[config.mk]
export PLATFORM = sky130hd
export DESIGN_NAME = dff_write_arbiter
export DESIGN_NICKNAME = d
export VERILOG_FILES = /design/src/rtl/dff_arb_pkg.sv /design/src/rtl/dff_write_arbiter_rr_pick.sv /design/src/rtl/dff_write_arbiter.sv
export SDC_FILE = /design/constraint.sdc
export NUM_CORES = 1
export LEC_CHECK = 0
export ABC_CLOCK_PERIOD_IN_PS = 1900
export CAP_MARGIN = 15
export CORE_ASPECT_RATIO = 0.6
export CORE_MARGIN = 2
export CORE_UTILIZATION = 44
export CTS_CLUSTER_DIAMETER = 60
export DETAILED_ROUTE_END_ITERATION = 12
export MAX_ROUTING_LAYER = met4
export PLACE_DENSITY = 0.8
export SLEW_MARGIN = 20
export SYNTH_ARGS = -nofsm -noshare
export SYNTH_HDL_FRONTEND = slang
export SYNTH_SLANG_ARGS = --single-unit
[constraint.sdc]
create_clock -name clk -period 1.9 [get_ports clk]
set_input_delay 0.38 -clock clk [delete_from_list [all_inputs] [get_ports clk]]
set_output_delay 0.38 -clock clk [all_outputs]
set_load 0.05 [all_outputs]
[src/rtl/dff_arb_pkg.sv]
// dff_arb_pkg: shared state encoding, default sizes and width helper for the write arbiter
package dff_arb_pkg;
  typedef enum logic [1:0] {IDLE = 2'd0, WRITE = 2'd1, HOLD = 2'd2} state_t;
  localparam int N_REQ_D = 4;
  localparam int W_D = 8;
  localparam int HOLD_CYC_D = 2;
  function automatic int idx_w(int n);
    return n > 1 ? $clog2(n) : 1;
  endfunction
endpackage

[src/rtl/dff_write_arbiter_rr_pick.sv]
// rr_pick: combinational round-robin pick of the first set req starting at ptr
module rr_pick #(
  parameter int N_REQ = 4,
  parameter int IW = 2
) (
  input  logic [N_REQ-1:0] req,
  input  logic [IW-1:0]    ptr,
  output logic [N_REQ-1:0] onehot,
  output logic [IW-1:0]    idx,
  output logic             any
);
  logic [IW:0] s;
  always_comb begin
    s = '0;
    idx = '0;
    any = 1'b0;
    // scan farthest offset first so the lowest offset from ptr wins
    for (int k = N_REQ - 1; k >= 0; k--) begin
      s = {1'b0, ptr} + (IW + 1)'(k);
      s = s >= (IW + 1)'(N_REQ) ? s - (IW + 1)'(N_REQ) : s;
      if (req[s[IW-1:0]]) begin
        idx = s[IW-1:0];
        any = 1'b1;
      end
    end
    onehot = any ? N_REQ'(1) << idx : '0;
  end
endmodule

[src/rtl/dff_write_arbiter.sv]
// dff_write_arbiter: round-robin write sequencer with settle and readback check for a shared register bank
module dff_write_arbiter
  import dff_arb_pkg::*;
#(
  parameter int N_REQ = N_REQ_D,
  parameter int W = W_D,
  parameter int HOLD_CYC = HOLD_CYC_D
) (
  input  logic               clk,
  input  logic               rst,
  input  logic [N_REQ-1:0]   req,
  input  logic [N_REQ*W-1:0] wdata,
  output logic [N_REQ-1:0]   gnt,
  output logic [N_REQ-1:0]   done,
  output logic               mismatch,
  output logic [W-1:0]       rdata,
  output logic               reg_en,
  output logic [W-1:0]       reg_d,
  input  logic [W-1:0]       reg_q
);
  localparam int IW = idx_w(N_REQ);
  localparam int CW = idx_w(HOLD_CYC + 1);
  state_t state, state_nx;
  logic [CW-1:0] cnt;
  logic [IW-1:0] ptr, gi, idx;
  logic [N_REQ-1:0] onehot;
  logic any;
  logic [W-1:0] wr_q;
  rr_pick #(.N_REQ(N_REQ), .IW(IW)) u_pick (
    .req(req),
    .ptr(ptr),
    .onehot(onehot),
    .idx(idx),
    .any(any)
  );
  always_comb begin
    state_nx = state == IDLE ? (any ? WRITE : IDLE)
             : state == WRITE ? HOLD
             : (state == HOLD && cnt != '0) ? HOLD : IDLE;
  end
  always_ff @(posedge clk or negedge rst) begin
    if (!rst) begin
      state <= IDLE;
      cnt <= '0;
      ptr <= '0;
      gi <= '0;
      wr_q <= '0;
      gnt <= '0;
      done <= '0;
      mismatch <= 1'b0;
      rdata <= '0;
      reg_en <= 1'b0;
      reg_d <= '0;
    end else begin
      state <= state_nx;
      done <= '0;
      mismatch <= 1'b0;
      rdata <= '0;
      case (state)
        IDLE: if (any) begin
          gnt <= onehot;
          gi <= idx;
          reg_en <= 1'b1;
          reg_d <= wdata[idx*W +: W];
          wr_q <= wdata[idx*W +: W];
        end
        WRITE: begin
          reg_en <= 1'b0;
          cnt <= CW'(HOLD_CYC - 1);
        end
        HOLD: if (cnt == '0) begin
          gnt <= '0;
          done <= N_REQ'(1) << gi;
          rdata <= reg_q;
          mismatch <= reg_q != wr_q;
          ptr <= gi == IW'(N_REQ - 1) ? '0 : gi + IW'(1);
        end else begin
          cnt <= cnt - CW'(1);
        end
        default: ;
      endcase
    end
  end
endmodule

==> key figures <==
STA
  • Final setup viols: 0
  • Fmax: about 550 MHz
  • Max-slew headroom: 0.657
  • Max-slew violations: 0
  • Final Hold Fails: 0
  • Setup Skew: 0.00630 ns
  • RSZ-0062 raised after global routing: false
  • Setup TNS: 0 ns
  • Tmin final: 1.83 ns
  • Worst Max-Slew Pin Slew: between 0.5 and 0.6 ns
  • Fin crit share: 0.963
  • Min setup slack post-route: roughly 0.07 ns

Route
  • Via count: between 1500 and 2000
  • DR DRC count: 0
  • First drt pass iteration count: 4
  • Vias per Instance: ~4.9
  • DR iter-0 viols: 76
  • Wire per inst: ~14 um
  • Antenna Nets Post-Route: 0
  • Final WL: 4530 um

Critical path
  • Critical Path Start Type: flip-flop
  • Crit path max-delay family: buffers and inverters
  • Crit-path cells: clkdlybuf4s50_1
  • Flop2flop setup slack: ~0.23 ns
  • Crit-path slowest cell: clkdlybuf4s50_1
  • CP required: between 1.5 and 2 ns
  • Critical path buffers and inverters: 1
  • Slowest cell delay on critical path: about 0.8 ns
  • Critical path arrival: between 1 and 1.5 ns
  • Worst setup path class: reg2out
  • Reg2Reg Depth: 5
  • Crit. End Element: output pin
  • Crit path max fanout: 2
  • R2R Path End: wr_q[1]
  • Worst r2r src: ptr[1]

Power
  • P_leak: about 1.2 nW
  • Power Density: approximately 1400 mW/mm^2
  • Maximum vdd drop: around 770 uV

Global route
  • Global-route wire length before repair: between 7000 and 8000 um
  • Top Usage Layer GRT: met1
  • Vias in the first global route: around 1500
  • GRT Residual Overflow: 0
  • Largest net degree at the start of global routing: 35
  • Initial antenna violation count: 0
  • Met1 usage: 0.308
  • Global Route met3 Usage: 0.0483
  • Total Routing Usage GR: 0.211
  • GR Util met2: 0.285

Floorplanning
  • Initial Utilization: 0.456
  • I/O Pins: 72
  • Die X: 87.9 um
  • # rows: 18
  • Total core area: around 0.004 mm^2
  • Die area: approximately 0.0048 mm^2
  • Die Span Y: roughly 54 um

Clock tree
  • Number of buffers created by CTS: 5
  • H-tree levels: 2
  • CTS sink cnt: 34
  • CTS clk-pin slew, worst paths: 0.08 ns
  • CTS hold repair buffers: 0
  • CTS root buf: clkbuf_8
  • CTS max path bufs: 2
  • Post-cts resize count: 0
  • Post-CTS setup repair buffer count: 0
  • Clock Latency Late Sink: 0.29 ns
  • CTS tree: built

Finish
  • Layout net count: roughly 310
  • Area growth syn-to-layout: 50.2%
  • Non-filler cells, final: around 320
  • Diode count: 0
  • Fill cell count: 324
  • Layout cell share with drive strength beyond 1: 0.230

Synthesis
  • Primary FF master, synth: dfrtp_1
  • Synth Cell Area: ~0.0019 mm^2
  • Post-synth EDFFs: 0
  • Number of synthesized register bits: 34
  • Mapped Cells: 170
  • Seq/Total Area, Yosys: 0.458
  • Synthesized area per cell: roughly 11 um^2
  • Syn nets: 221
  • Synth warn: 0
  • Distinct cells, synth: 39
  • Asr flop ratio synth: 1.00

Place
  • GP Congestion: approximately 0.86
  • Setup WS pre-CTS: -0.217 ns
  • PortBufs: between 70 and 80
  • Detailed Place HPWL: 3500 um
  • Number of instances in the placed design: ~300

Outcome
  • Outcome: completed

Hold path
  • Hold WC Path Type: in2async

Run
  • Max cap viols: 0
## state kept, by name (all words and copies together), names as in the netlist
signal,flops
mismatch,1
ptr,2
done,4
gnt,4
state,2
gi,2
wr_q,8
reg_en,1
rdata,8
cnt,2
## cells by family after synthesis
logic type      count (synthesis)  share of synthesized area
compound gates                 36                      0.180
buf+inv                        12                     0.0485
flops                          34                      0.458
simple gates                   65                      0.187
fa+ha+maj                       5                     0.0337
mux                            10                     0.0545
xor+xnor                        8                     0.0377
## cell usage in the layout, fill, tap and decap left out, types with 4 or more instances in the layout
cell type        synthesis  final
and2_1                  13     13
a21oi_1                  5      5
nand2_1                 18     18
clkdlybuf4s50_1          0     58
clkbuf_8                 0      5
ha_1                     5      5
nor2_1                  12     11
nor3_1                  10     10
xor2_1                   8      8
o22ai_1                  4      4
dfrtp_1                 34     34
a211oi_2                16     16
inv_1                    5      5
mux2i_1                  9      9
buf_4                    1     25
## worst max path at each step
stage | start | endpoint | slack (ns) | cells after the start
floorplan | state[0] | wr_q[0] | 0.31 | 6
global placement | req[0] | wr_q[2] | -0.16 | 7
detailed placement | req[0] | wr_q[3] | -0.22 | 7
CTS | gnt[2] | gnt[2] | 0.06 | 1
global route | req[1] | wr_q[6] | 0.02 | 8
finish | gnt[3] | gnt[3] | 0.07 | 1
## routing by layer
| layer | routed length (um) | share of wire | up-vias |
|---|---|---|---|
| met5 | 0 | 0 | - |
| met4 | 27 | 0.0060 | 0 |
| met3 | 278 | 0.061 | 4 |
| met2 | 1800 | 0.40 | 57 |
| met1 | 2420 | 0.53 | 724 |
| li1 | - | - | 774 |
## cell usage after synthesis (2+ instances only)
cell / number / area share
inv_1: 5 / 0.010
nor4_1: 2 / 0.0067
a211oi_2: 16 / 0.11
mux2i_1: 9 / 0.048
xor2_1: 8 / 0.038
ha_1: 5 / 0.034
dfrtp_1: 34 / 0.46
o21ai_0: 2 / 0.0054
and2_1: 13 / 0.044
nand2_1: 18 / 0.036
nor2_1: 12 / 0.024
o22ai_1: 4 / 0.013
buf_12: 2 / 0.022
clkbuf_1: 2 / 0.0040
a21oi_1: 5 / 0.013
nor3_1: 10 / 0.027
## through the flow
stage | utilization | power, mW | hold WS (ns) | cell area, um^2
floorplan | - | 2.72 | 0.0844 | 1860
global placement | 0.655 | 3.33 | 0.508 | 2670
detailed placement | 0.655 | 3.36 | 0.529 | 2670
CTS | 0.683 | 4.05 | 0.499 | 2780
global route | 0.685 | 4.28 | 0.531 | 2790
finish | 0.685 | 4.03 | 0.494 | 2790
## cell type report
cell class	count	area, um^2	share of cell area
inverters	5	18.8	0.00672
flip-flops and latches	34	851	0.305
clock buffers	5	68.8	0.0247
multi-input cells	124	920	0.329
well taps	60	75.1	0.0269
repair buffers	86	813	0.291
clock inverters	3	45.0	0.0161
## report_power, final
part           switching [mW]  internal [mW]
Clock                   0.282          0.390
Sequential              0.255          0.962
Combinational            1.29          0.847
Total                    1.83           2.20
Power figures use the tool's default switching activity.
